==> src/rtl/car_parking_mux_pkg.sv <==
// Shared constants and helpers for the car-park occupancy unit:
// active-low 7-segment encodings and a binary-to-BCD converter.
package car_parking_pkg;

  localparam int unsigned BCD_MAX = 10;

  typedef logic [6:0] seg_t;

  localparam seg_t SEG_BLANK = 7'h7F;

  localparam seg_t SEG_DIGIT [0:9] = '{
    7'b1000000, 7'b1111001, 7'b0100100, 7'b0110000, 7'b0011001,
    7'b0010010, 7'b0000010, 7'b1111000, 7'b0000000, 7'b0010000
  };

  // Double-dabble over a 32-bit input; callers keep only the nibbles they need.
  function automatic logic [4*BCD_MAX-1:0] bin2bcd(input logic [31:0] bin);
    logic [4*BCD_MAX-1:0] bcd;
    logic [31:0]          sh;
    bcd = '0;
    sh  = bin;
    for (int unsigned i = 0; i < 32; i++) begin
      for (int unsigned d = 0; d < BCD_MAX; d++) begin
        if (bcd[4*d +: 4] > 4'd4) bcd[4*d +: 4] = bcd[4*d +: 4] + 4'd3;
      end
      bcd = {bcd[4*BCD_MAX-2:0], sh[31]};
      sh  = {sh[30:0], 1'b0};
    end
    return bcd;
  endfunction

  function automatic seg_t seg_encode(input logic [3:0] d);
    return (d <= 4'd9) ? SEG_DIGIT[d] : SEG_BLANK;
  endfunction

endpackage

==> src/rtl/car_parking_mux_if.sv <==
// Sensor and display bundle of the car-park unit; slave is the unit side,
// master the board/driver side.
interface car_parking_mux_if #(
  parameter int unsigned N_SLOTS    = 8,
  parameter int unsigned NUM_DIGITS = 2
);
  localparam int unsigned CW = $clog2(N_SLOTS + 1);

  logic [N_SLOTS-1:0]    car;
  logic [6:0]            seg;
  logic [NUM_DIGITS-1:0] AN;
  logic [CW-1:0]         occupied;
  logic                  full;
  logic                  empty;
  logic                  arrive;
  logic                  depart;

  modport master (output car, input seg, AN, occupied, full, empty, arrive, depart);
  modport slave  (input car, output seg, AN, occupied, full, empty, arrive, depart);

endinterface

==> src/rtl/car_parking_mux_debounce.sv <==
// One slot sensor: 2-FF synchroniser, stability counter and registered
// edge pulses that coincide with the debounced output changing.
module slot_debounce #(
  parameter int unsigned DEB_CYCLES = 1000
) (
  input  logic clk,
  input  logic rst_n,
  input  logic d_async,
  output logic q,
  output logic rise,
  output logic fall
);
  localparam int unsigned CNTW = $clog2(DEB_CYCLES);

  logic            meta_q, sync_q, deb_q, deb_d, rise_q, fall_q;
  logic [CNTW-1:0] cnt_q, cnt_d;

  always_comb begin
    cnt_d = '0;
    deb_d = deb_q;
    if (sync_q != deb_q) begin
      if (cnt_q == CNTW'(DEB_CYCLES - 1)) deb_d = sync_q;
      else                                cnt_d = cnt_q + 1'b1;
    end
  end

  always_ff @(posedge clk or negedge rst_n) begin
    if (!rst_n) begin
      meta_q <= 1'b0;
      sync_q <= 1'b0;
      deb_q  <= 1'b0;
      cnt_q  <= '0;
      rise_q <= 1'b0;
      fall_q <= 1'b0;
    end else begin
      meta_q <= d_async;
      sync_q <= meta_q;
      deb_q  <= deb_d;
      cnt_q  <= cnt_d;
      rise_q <= deb_d & ~deb_q;
      fall_q <= ~deb_d & deb_q;
    end
  end

  assign q    = deb_q;
  assign rise = rise_q;
  assign fall = fall_q;

endmodule

==> src/rtl/car_parking_mux.sv <==
// Car-park occupancy unit: debounced slot sensors, occupancy count, flags,
// arrival/departure pulses and a multiplexed common-anode decimal display.
module car_parking_mux
  import car_parking_pkg::*;
#(
  parameter int unsigned N_SLOTS    = 8,
  parameter int unsigned NUM_DIGITS = 2,
  parameter int unsigned DEB_CYCLES = 1000,
  parameter int unsigned SCAN_DIV   = 100000,
  parameter int unsigned LZ_BLANK   = 1
) (
  input  logic             clk,
  input  logic             rst_n,
  car_parking_mux_if.slave bus
);
  localparam int unsigned CW = $clog2(N_SLOTS + 1);
  localparam int unsigned PW = (SCAN_DIV > 1) ? $clog2(SCAN_DIV) : 1;
  localparam int unsigned IW = (NUM_DIGITS > 1) ? $clog2(NUM_DIGITS) : 1;

  logic [N_SLOTS-1:0] deb, rise, fall;

  for (genvar s = 0; s < N_SLOTS; s++) begin : g_slot
    slot_debounce #(.DEB_CYCLES(DEB_CYCLES)) u_deb (
      .clk    (clk),
      .rst_n  (rst_n),
      .d_async(bus.car[s]),
      .q      (deb[s]),
      .rise   (rise[s]),
      .fall   (fall[s])
    );
  end

  logic [CW-1:0]         occ_q, occ_d;
  logic                  full_q, empty_q, arrive_q, depart_q;
  logic [PW-1:0]         pre_q, pre_d;
  logic [IW-1:0]         idx_q, idx_d;
  seg_t                  seg_q, seg_d;
  logic [NUM_DIGITS-1:0] an_q, an_d;

  always_comb begin
    occ_d = '0;
    for (int unsigned i = 0; i < N_SLOTS; i++) occ_d = occ_d + CW'(deb[i]);
  end

  always_comb begin
    pre_d = pre_q + 1'b1;
    idx_d = idx_q;
    if (pre_q == PW'(SCAN_DIV - 1)) begin
      pre_d = '0;
      idx_d = (idx_q == IW'(NUM_DIGITS - 1)) ? '0 : idx_q + 1'b1;
    end
  end

  logic [4*NUM_DIGITS-1:0] bcd;
  logic [NUM_DIGITS-1:0]   blank;
  logic                    zero_above;
  logic [3:0]              nib;
  logic                    nib_blank;

  assign bcd = (4*NUM_DIGITS)'(bin2bcd(32'(occ_q)));

  // Walk digits from the top so a digit blanks only when all higher ones are zero.
  always_comb begin
    zero_above = 1'b1;
    blank      = '0;
    for (int unsigned j = 0; j < NUM_DIGITS; j++) begin
      zero_above = zero_above & (bcd[4*(NUM_DIGITS-1-j) +: 4] == 4'd0);
      blank[NUM_DIGITS-1-j] = (LZ_BLANK != 0) && (j != NUM_DIGITS - 1) && zero_above;
    end
    nib       = '0;
    nib_blank = 1'b0;
    for (int unsigned j = 0; j < NUM_DIGITS; j++) begin
      if (idx_q == IW'(j)) begin
        nib       = bcd[4*j +: 4];
        nib_blank = blank[j];
      end
    end
    seg_d = nib_blank ? SEG_BLANK : seg_encode(nib);
    an_d  = ~(NUM_DIGITS'(1) << idx_q);
  end

  always_ff @(posedge clk or negedge rst_n) begin
    if (!rst_n) begin
      occ_q    <= '0;
      full_q   <= 1'b0;
      empty_q  <= 1'b1;
      arrive_q <= 1'b0;
      depart_q <= 1'b0;
      pre_q    <= '0;
      idx_q    <= '0;
      seg_q    <= SEG_BLANK;
      an_q     <= '1;
    end else begin
      occ_q    <= occ_d;
      full_q   <= (occ_d == CW'(N_SLOTS));
      empty_q  <= (occ_d == '0);
      arrive_q <= |rise;
      depart_q <= |fall;
      pre_q    <= pre_d;
      idx_q    <= idx_d;
      seg_q    <= seg_d;
      an_q     <= an_d;
    end
  end

  assign bus.seg      = seg_q;
  assign bus.AN       = an_q;
  assign bus.occupied = occ_q;
  assign bus.full     = full_q;
  assign bus.empty    = empty_q;
  assign bus.arrive   = arrive_q;
  assign bus.depart   = depart_q;

endmodule
==> src/flat_wrapper.sv <==
// flat-port wrapper written by rule: the top's interface ports become plain ports
module car_parking_mux_flat import car_parking_pkg::*;
#(
  parameter int unsigned N_SLOTS    = 8,
  parameter int unsigned NUM_DIGITS = 2,
  parameter int unsigned DEB_CYCLES = 1000,
  parameter int unsigned SCAN_DIV   = 100000,
  parameter int unsigned LZ_BLANK   = 1
)
  (clk, rst_n, bus_car, bus_seg, bus_AN, bus_occupied, bus_full, bus_empty, bus_arrive, bus_depart);
  car_parking_mux_if #(.N_SLOTS(N_SLOTS), .NUM_DIGITS(NUM_DIGITS)) bus_i ();
  input  logic clk;
  input  logic rst_n;
  input wire logic [$bits(bus_i.car)-1:0] bus_car;
  output wire logic [$bits(bus_i.seg)-1:0] bus_seg;
  output wire logic [$bits(bus_i.AN)-1:0] bus_AN;
  output wire logic [$bits(bus_i.occupied)-1:0] bus_occupied;
  output wire logic [$bits(bus_i.full)-1:0] bus_full;
  output wire logic [$bits(bus_i.empty)-1:0] bus_empty;
  output wire logic [$bits(bus_i.arrive)-1:0] bus_arrive;
  output wire logic [$bits(bus_i.depart)-1:0] bus_depart;
  assign bus_i.car = bus_car;
  assign bus_seg = bus_i.seg;
  assign bus_AN = bus_i.AN;
  assign bus_occupied = bus_i.occupied;
  assign bus_full = bus_i.full;
  assign bus_empty = bus_i.empty;
  assign bus_arrive = bus_i.arrive;
  assign bus_depart = bus_i.depart;
  car_parking_mux #(.N_SLOTS(N_SLOTS), .NUM_DIGITS(NUM_DIGITS), .DEB_CYCLES(DEB_CYCLES), .SCAN_DIV(SCAN_DIV), .LZ_BLANK(LZ_BLANK)) u_core (.clk(clk), .rst_n(rst_n), .bus(bus_i));
endmodule
==> config.mk <==
export PLATFORM = sky130hd
export DESIGN_NAME = car_parking_mux_flat
export DESIGN_NICKNAME = d
export VERILOG_FILES = /design/src/rtl/car_parking_mux_pkg.sv /design/src/rtl/car_parking_mux_if.sv /design/src/rtl/car_parking_mux_debounce.sv /design/src/rtl/car_parking_mux.sv /design/src/flat_wrapper.sv
export SDC_FILE = /design/constraint.sdc
export NUM_CORES = 1
export LEC_CHECK = 0
export ABC_AREA = 0
export CORE_MARGIN = 1.5
export CORE_UTILIZATION = 30
export CTS_CLUSTER_SIZE = 16
export DETAILED_ROUTE_END_ITERATION = 10
export SLEW_MARGIN = 20
export SYNTH_ARGS = -nofsm -noshare
export SYNTH_HDL_FRONTEND = slang
export SYNTH_SLANG_ARGS = --single-unit
==> constraint.sdc <==
create_clock -name clk -period 9.3 [get_ports clk]
set_clock_uncertainty 0.1 [all_clocks]
set_input_delay 0.93 -clock clk [delete_from_list [all_inputs] [get_ports clk]]
set_output_delay 0.93 -clock clk [all_outputs]
set_load 0.01 [all_outputs]
### After elaboration in Yosys (flattened, before gate mapping)

Memories as Yosys holds them, arrays and structs flattened.
Cells that the tools add are included.

| storage, ports and cells | value |
|---|---|
| bits in registers | 155 |
| bits in read-only memories | 112 |
| input port bits | 10 |
| output and inout port bits | 17 |
| logic and storage cells | 177 |
| memories | 1 |

Memory list:

| name | words | bits a word | rd ports | clocked after memory_dff | wr ports | line | text |
|---|---|---|---|---|---|---|---|
| (no name shown) | 16 | 7 | 1 | 0 | 0 | car_parking_mux_pkg.sv:33 | `return (d <= 4'd9) ? SEG_DIGIT[d] : SEG_BLANK;` |

| cells by class | value |
|---|---|
| $add $sub $neg | 18 |
| order comparisons | 3 |
| equal/unequal tests | 18 |
| shift operators | 1 |
| multiplexer cells | 41 |
| bitwise gates (word level) | 34 |
| reduce and logical (&&, ||, !) cells | 4 |

Operator list:

| cell | number |
|---|---|
| 10-bit 2-to-1 mux | 16 |
| 10-bit by 1-bit adder with 10-bit output, second input constant | 8 |
| 10-bit == test, second input constant | 8 |
| 7-bit 2-to-1 mux | 4 |
| 4-bit by 1-bit adder with 4-bit output | 6 |
| 1-bit 2-to-1 mux | 18 |
| 17-bit by 1-bit adder with 17-bit output, second input constant | 1 |
| 17-bit == test, second input constant | 1 |
| 17-bit 2-to-1 mux | 1 |
| 1-bit bitwise AND | 16 |
| 1-bit inverter | 16 |
| 8-bit OR reduction | 2 |
| 4-bit zero test | 2 |
| 4-bit 2-to-1 mux | 2 |
| 1-bit != test | 8 |
| 5-bit greater-or-equal comparator, second input constant | 1 |
| 4-bit inverter with 5-bit output | 1 |
| 3-bit by 2-bit adder with 4-bit output, second input constant | 1 |
| 4-bit == test, second input constant | 1 |
| 4-bit <= comparator, second input constant | 1 |
| 3-bit greater-than comparator, second input constant | 1 |
| 1-bit by 1-bit adder with 2-bit output | 1 |
| 2-bit inverter | 1 |
| 1-bit by 1-bit << shifter with 2-bit output, first input constant | 1 |
| 1-bit adder, second input constant | 1 |

### Longest topological paths before layout

| logic depth | value |
|---|---|
| word-level depth | 9 |
| depth in mapped cells | 11 |
| depth with buffers taken out | 11 |

### Modules after synthesis

Synthesis repeated with hierarchy kept, for this count alone.

| second synthesis, totals | value |
|---|---|
| cell total of the unflattened synthesis | 645 |
| area total of the unflattened synthesis | 7312.0 µm² |

Modules (own cells, without submodules):

| module | times used | cells each | area an instance (µm²) | seq. area each (µm²) |
|---|---|---|---|---|
| slot_debounce | 8 | 60 | 679.4 | 375.4 |
| car_parking_mux | 1 | 165 | 1876.8 | 888.4 |

### Worst setup path after synthesis

No wires, ideal clock.

| path | value |
|---|---|
| path type | register to register |
| start | register u_core.g_slot[1].u_deb.deb_q |
| end | register u_core.empty_q, in the netlist u_core.bus.empty |
| library setup time | 0.068 ns |
| arrival time | 2.975 ns |
| required time | 9.132 ns |
| slack | 6.157 ns |
| cell stages (with the launch flop) | 10 |
| buffers on the path | 0 |
| clock period less this slack | 3.143 ns |
| path through | dfrtp_1 > ha_1 > inv_1 > fa_1 > fa_1 > fa_1 > fa_1 > inv_1 > or3_1 > nor2_1 |

| between the ends | value |
|---|---|
| longest elaborated chain between the ends | 8 |

Ends and longest elaborated chain:

| what | line | text |
|---|---|---|
| start, declared | car_parking_mux_debounce.sv:15 | `logic meta_q, sync_q, deb_q, deb_d, rise_q, fall_q;` |
| start signal, assigned | car_parking_mux_debounce.sv:31 | `deb_q <= 1'b0;` |
| start signal, assigned | car_parking_mux_debounce.sv:38 | `deb_q <= deb_d;` |
| 1-bit by 1-bit adder with 2-bit output | car_parking_mux.sv:42 | `for (int unsigned i = 0; i < N_SLOTS; i++) occ_d = occ_d + CW'(deb[i]);` |
| 4-bit by 1-bit adder with 4-bit output (6 in a row) | car_parking_mux.sv:42 |  |
| named net u_core.occ_d[1] | car_parking_mux.sv:33 | `logic [CW-1:0] occ_q, occ_d;` |
| 4-bit zero test | car_parking_mux.sv:96 | `empty_q <= (occ_d == '0);` |
| end signal, assigned | car_parking_mux.sv:96 |  |
| end, declared | car_parking_mux.sv:34 | `logic full_q, empty_q, arrive_q, depart_q;` |

The timed path passes the listed nets, and every way through them passes these cells.
A chain may end at the register's enable or synchronous reset.

### Final worst setup path

| path | value |
|---|---|
| start | register u_core.g_slot[1].u_deb.deb_q |
| end | register u_core.full_q, in the netlist u_core.bus.full |

| between the ends | value |
|---|---|
| longest elaborated chain between the ends | 8 |

Ends and longest elaborated chain:

| what | line | text |
|---|---|---|
| 1-bit by 1-bit adder with 2-bit output | car_parking_mux.sv:42 |  |
| 4-bit by 1-bit adder with 4-bit output (6 in a row) | car_parking_mux.sv:42 |  |
| named net u_core.occ_d[1] | car_parking_mux.sv:33 |  |
| 4-bit == test | car_parking_mux.sv:95 | `full_q <= (occ_d == CW'(N_SLOTS));` |
| end signal, assigned | car_parking_mux.sv:95 |  |
| end, declared | car_parking_mux.sv:34 |  |

The timed path passes the listed nets, and every way through them passes these cells.

==> results.toml <==
[cts]
cts_buffers = 17
cts_setup_buffers = 0
cts.sinks = 155
clockRootBuffer = "clkbuf_16"
cts_resized = 0
cts_tree = "built"
cts.clk_slew.worst_paths_ns = 0.06
h-tree-depth = 4
hold_buffers = 0
clockBufferDepth = 2
clkLatencyLatePin_ns = 0.43

[power_and_ir_drop]
irDropWorstVdd_mv = 0.125
power_density_nw_per_um2 = 177
p_leak_nw = 3.46

[logic_synthesis]
ys_warn_count = 0
synthArstFlopShare = 1.00
syn_area_per_cell_um2 = 11.2
synth-seq-area-share = 0.575
synth_ff_type = "dfrtp_1"
synthDistinctLibCells = 37
synth-edff-count = 0
netlist_instances = 606
ys_seq_elements = 155
synthesis.area_um2 = 6770
syn_nets = 641

[die]
fp.dieW_um = 153
ios = 27
start_util = 0.308
design.die.area_um2 = 23500
coreArea_um2 = 22000
rows = 54
die_h_um = 153

[outcome]
outcome = "finished, violations left"
violations = "design-rule violations"

[timing]
worst_pin_slew_ns = 0.953
hold_violations = 0
setup_viol = 0
finalSetupTns_ns = 0
grt_setup_unrepaired = "false"
maxSlewViolCount = 0
max_freq_ghz = 0.303
period_share = 0.354
relSlewSlack = 0.365
fin_crit_ns = 3.30
fin_ws_ns = 6.00

[placement]
dp_hpwl_mm = 7.42
pre_cts_ws_ns = 6.00
port_buffers = 26
gp_congestion = 0.739

[critical_path]
cp.arrival_ns = 3.55
cp_data_required_time_ns = 9.55
r2r_slack_ns = 6.00
startpoint_type = "flop"
cp-end-kind = "flop"
crit_type = "flop to flop"
cp_max_fo = 5

[routing]
via_per_inst = 4.43
vias = 4181
drt_pre_antenna_iters = 7
route.detailed.drc = 6
wl_mm = 11.2
wl_per_cell_um = 11.9
dr.first_iter.drc_count = 200
drtAntennaViolNets = 0

[grt]
antenna_found_initial = 0
grt_pass1_vias = 4289
grt_usage = 0.107
grt_max_degree = 80
top_usage_layer = "met2"
grtUsageMet1 = 0.138
met2_usage = 0.163
grt_pass1_wl_mm = 20.0
overflow = 0
met3_usage = 0.0380

[layout]
syn_to_final_growth_pct = 17.6
antenna_cells = 0
final_nets = 686
fill_cells = 2146
final_layout_size_suffix_gt1_frac = 0.0949

[hold_path]
hold_path_class = "flop to flop"

[job]
cap_violations = 0
final cells by class:
type,count,area [um^2],area share
clock buffers,21,460,0.0578
clock inverters,11,118,0.0148
inverters,31,116,0.0146
multi-input cells,419,2760,0.346
flip-flops and latches,155,3890,0.489
well taps,280,350,0.0440
repair buffers,27,269,0.0338
kinds of logic (layout without fill, tap and decap cells):
logic type | count (synthesis) | after routing | synth area share
and+or+nand+nor | 281 | 281 | 0.209
DFF | 155 | 155 | 0.575
xor gates and xnor gates | 90 | 90 | 0.116
buffers and inverters | 32 | 90 | 0.0179
adders and majority gates | 25 | 25 | 0.0506
muxes | 14 | 14 | 0.0229
AOI/OAI and AO/OA | 9 | 9 | 0.00795
final timing paths:
| check | to | from | depth (start not counted) |
|---|---|---|---|
| min in group asynchronous | u_core.g_slot[6].u_deb.meta_q | rst_n | 1 |
| worst max register to register | u_core.bus.full | u_core.g_slot[1].u_deb.q | 9 |
| max in group asynchronous | u_core.g_slot[5].u_deb.cnt_q[7] | rst_n | 2 |
| worst min register to register | u_core.g_slot[5].u_deb.sync_q | u_core.g_slot[5].u_deb.meta_q | 0 |
| worst max-delay path | u_core.bus.full | u_core.g_slot[1].u_deb.q | 9 |
| worst min-delay path | u_core.g_slot[5].u_deb.sync_q | u_core.g_slot[5].u_deb.meta_q | 0 |
cell usage after synthesis, types with 9 or more instances:
master | number | area (um^2)
nor3b_1 | 10 | 75.1
nor2_1 | 93 | 349
nand2_1 | 47 | 176
ha_1 | 21 | 263
inv_1 | 31 | 116
nand4_1 | 21 | 131
nor3_1 | 34 | 170
dfstp_2 | 10 | 263
nor4_1 | 9 | 56.3
nand3_1 | 22 | 110
xor2_1 | 31 | 272
xnor2_1 | 59 | 517
dfrtp_1 | 145 | 3630
layer usage:
| metal | up-vias | share of wire | wire length, um |
|---|---|---|---|
| met1 | 2012 | 0.51 | 5690 |
| met5 | - | 0 | 0 |
| met4 | 0 | 0.014 | 157 |
| met3 | 14 | 0.031 | 345 |
| met2 | 41 | 0.45 | 5010 |
| li1 | 2114 | - | - |
worst max-delay path: stages (launching register included):
cell and delay, ns:
dfrtp_1 0.42, ha_1 0.29, inv_1 0.04, fa_1 0.53, fa_1 0.44, fa_1 0.41
fa_1 0.49, inv_1 0.04, or3_1 0.36, nor2_1 0.10
cell usage in the layout, fill, tap and decap left out, types with 7 or more instances in the layout:
cell	Yosys	final
nor3b_1	10	10
and2_1	8	8
dfstp_2	10	10
and3_1	8	8
mux2_2	8	8
nand2b_1	8	8
nor3_1	34	34
clkbuf_16	0	17
inv_1	31	31
xnor2_1	59	59
xor2_1	31	31
nand2_1	47	47
dfrtp_1	145	145
nand4_1	21	21
or4_4	7	7
nor4_1	9	9
ha_1	21	21
nand3_1	22	22
nor2_1	93	93
clkdlybuf4s50_1	0	25
per-stage QoR:
step / utilization / cell area (um^2) / total power, mW / cells / hold slack [ns]
after floorplan: - / 6770 / 0.724 / 606 / 0.231
after global placement: 0.336 / 7380 / 0.748 / 912 / 0.240
after detailed placement: 0.336 / 7380 / 0.748 / 912 / 0.235
after CTS: 0.363 / 7960 / 1.44 / 944 / 0.249
after global routing: 0.363 / 7960 / 1.47 / 944 / 0.263
final: 0.363 / 7960 / 1.41 / 944 / 0.247
power breakdown:
group	internal, mW	total, mW	switching, mW
combinational	0.0137	0.0385	0.0247
sequential	0.687	0.696	0.00961
clock	0.408	0.676	0.268
state kept, by name, summed over array words and instances, names as in the netlist, 4 cells and up:
name,count
u_core.g_slot.u_deb.sync_q,8
u_core.g_slot.u_deb.cnt_q,80
u_core.g_slot.u_deb.fall,8
u_core.bus.occupied,4
u_core.bus.seg,7
u_core.pre_q,17
u_core.g_slot.u_deb.meta_q,8
u_core.g_slot.u_deb.rise,8
u_core.g_slot.u_deb.q,8
No activity file was read; power rests on OpenSTA's default activity.
==> edit, RTL diff (config.mk and constraints unchanged) <==
`N_SLOTS` is set to 8 in 3 places; all go to 16.
--- a/src/rtl/car_parking_mux_if.sv
+++ b/src/rtl/car_parking_mux_if.sv
@@ -1,7 +1,7 @@
 // Sensor and display bundle of the car-park unit; slave is the unit side,
 // master the board/driver side.
 interface car_parking_mux_if #(
-  parameter int unsigned N_SLOTS    = 8,
+  parameter int unsigned N_SLOTS    = 16,
   parameter int unsigned NUM_DIGITS = 2
 );
   localparam int unsigned CW = $clog2(N_SLOTS + 1);
--- a/src/rtl/car_parking_mux.sv
+++ b/src/rtl/car_parking_mux.sv
@@ -3,7 +3,7 @@
 module car_parking_mux
   import car_parking_pkg::*;
 #(
-  parameter int unsigned N_SLOTS    = 8,
+  parameter int unsigned N_SLOTS    = 16,
   parameter int unsigned NUM_DIGITS = 2,
   parameter int unsigned DEB_CYCLES = 1000,
   parameter int unsigned SCAN_DIV   = 100000,
--- a/src/flat_wrapper.sv
+++ b/src/flat_wrapper.sv
@@ -1,7 +1,7 @@
 // flat-port wrapper written by rule: the top's interface ports become plain ports
 module car_parking_mux_flat import car_parking_pkg::*;
 #(
-  parameter int unsigned N_SLOTS    = 8,
+  parameter int unsigned N_SLOTS    = 16,
   parameter int unsigned NUM_DIGITS = 2,
   parameter int unsigned DEB_CYCLES = 1000,
   parameter int unsigned SCAN_DIV   = 100000,
Ports: changed (resized bus_car and bus_occupied); port bits go from 27 to 36. The function was not compared with the original's and may differ.
==> edit against the original RTL <==
  * Via count is 79% higher
  * Fmax is 26% lower
  * Largest cell class unchanged
  * Wire length is 84% higher
  * Largest power group is now clock
  * Design area is 78% higher
  * Critical path depth is 2 higher
  * Worst setup slack worse by 1.2 ns
  * Synthesized area is 78% higher
  * Total power is 85% higher
  * Sequential cell count is 121 higher
  * First-iteration DRC count is 76% higher
==> edit: results <==
[cells_and_area]
nFillCells = 3888
nNetsFinal = 1237
drive_gt1_share_pct = 7.08
largest_registers = "u_core.g_slot.u_deb.cnt_q: 160 flops, u_core.pre_q: 17 flops"

[outcome]
status = "complete, no violations"

[grt]
grt_max_degree = 177
grt_pass1_vias = 7562
grt_usage_pct = 10.5
grt_pass1_wl_um = 36500

[routing]
wl_met3_um = 819
route.met2.wl_um = 9180
wl_um = 20600
num_vias = 7493
met1_length_um = 10200
dr.pass1.iters = 4
drt_first_iter_violations = 351

[placement]
dpl-instance-area_um2 = 13100
dp_hpwl_um = 14000
gp_congestion = 0.799
port_buffers = 35

[yosys]
netlist_top_cells_count = "266 x dfrtp_1, 195 x nor2_1, 106 x nand2_1, 103 x xnor2_1, 62 x inv_1"
yosysSeqAreaShare_pct = 57.4
ys_types = 38
synth_area_leaders = "dfrtp_1 55%, xnor2_1 7.5%, nor2_1 6.1%"

[clocking]
root_buffer = "clkbuf_16"
numCtsBuffers = 30
worst_skew_pair.late_latency_ns = 0.55
clk_path_buf_depth = 3

[worst_setup_path]
worst_ep_arrival_time_ns = 4.83
r2r_cells = 11
rrSetupSlack_ns = 4.85

[min_path]
min_to = "u_core.g_slot[6].u_deb.sync_q"
hp-class = "register to register"
worstHoldStart = "u_core.g_slot[6].u_deb.meta_q"

[pwr]
vdd_drop_max_uv = 119
power.leakage_nw = 6.15

[timing]
slew-limit-headroom_pct = 38.9
-- edit: changes by cell type after synthesis, moves of 16 or more --
cell,before,now
nand2_1,47,106
dfrtp_1,145,266
nor2_1,93,195
inv_1,31,62
xnor2_1,59,103
nand3_1,22,41
or4_1,1,17
xor2_1,31,61
and3_1,8,35
-- edit: layout make-up --
| type | count | area [um^2] | area share, % |
|---|---|---|---|
| tap | 525 | 657 | 4.64 |
| clock inverter | 18 | 234 | 1.65 |
| clock buffer | 38 | 872 | 6.16 |
| timing repair buffer | 36 | 375 | 2.65 |
| multi-input combinational | 770 | 4870 | 34.4 |
| inverter | 62 | 233 | 1.64 |
| sequential | 276 | 6920 | 48.9 |
-- edit: power breakdown --
part / leakage, nW / switching (mW) / internal, mW
clock network: 0.531 / 0.485 / 0.801
logic: 1.92 / 0.0472 / 0.0274
registers: 3.69 / 0.0192 / 1.23
-- edit: cells by family (layout without fill, tap and decap cells) --
logic type      after synthesis  in the layout  synth area share [%]
compound gates               28             28                  1.54
xor+xnor                    164            164                  11.9
fa+ha+maj                    43             43                  5.09
buf+inv                      69            154                  2.21
flops                       276            276                  57.4
mux                          19             19                  1.74
simple gates                516            516                  20.1
-- edit: layer usage --
metal  vias to the layer above  track usage, %
met5                         -               0
met1                      3596            14.7
li1                       3789               -
met2                        78            16.7
met4                         0            2.54
met3                        30            2.01
-- edit: worst max-delay path by stage --
| stage | from | to | slack, ns | depth (start not counted) |
|---|---|---|---|---|
| 2_1_floorplan | u_core.g_slot[1].u_deb.q | u_core.bus.empty | 5.01 | 11 |
| 3_5_place_dp | u_core.g_slot[1].u_deb.q | u_core.bus.full | 4.85 | 11 |
| 4_1_cts | u_core.g_slot[1].u_deb.q | u_core.bus.full | 4.83 | 11 |
| 6_report | u_core.g_slot[1].u_deb.q | u_core.bus.full | 4.85 | 11 |
| 3_3_place_gp | u_core.g_slot[1].u_deb.q | u_core.bus.empty | 4.91 | 11 |
| 5_1_grt | u_core.g_slot[1].u_deb.q | u_core.bus.full | 4.68 | 11 |
-- edit: worst max-delay path, cell delays in order (launching register included) --
cell and delay [ns]:
dfrtp_1 0.43, ha_1 0.31, inv_1 0.07, fa_1 0.43
fa_1 0.50, fa_1 0.54, fa_1 0.43, fa_1 0.41
fa_1 0.49, inv_1 0.05, or4_1 0.52, nor2_1 0.10
-- edit: stage by stage --
stage | util (%) | setup slack (ns) | hold WS [ns] | instances
finish | 35.6 | 4.85 | 0.247 | 1725
global route | 35.6 | 4.68 | 0.254 | 1725
CTS | 35.6 | 4.83 | 0.251 | 1725
detailed placement | 32.8 | 4.85 | 0.236 | 1669
global placement | 32.8 | 4.91 | 0.234 | 1669
floorplan | - | 5.01 | 0.231 | 1115
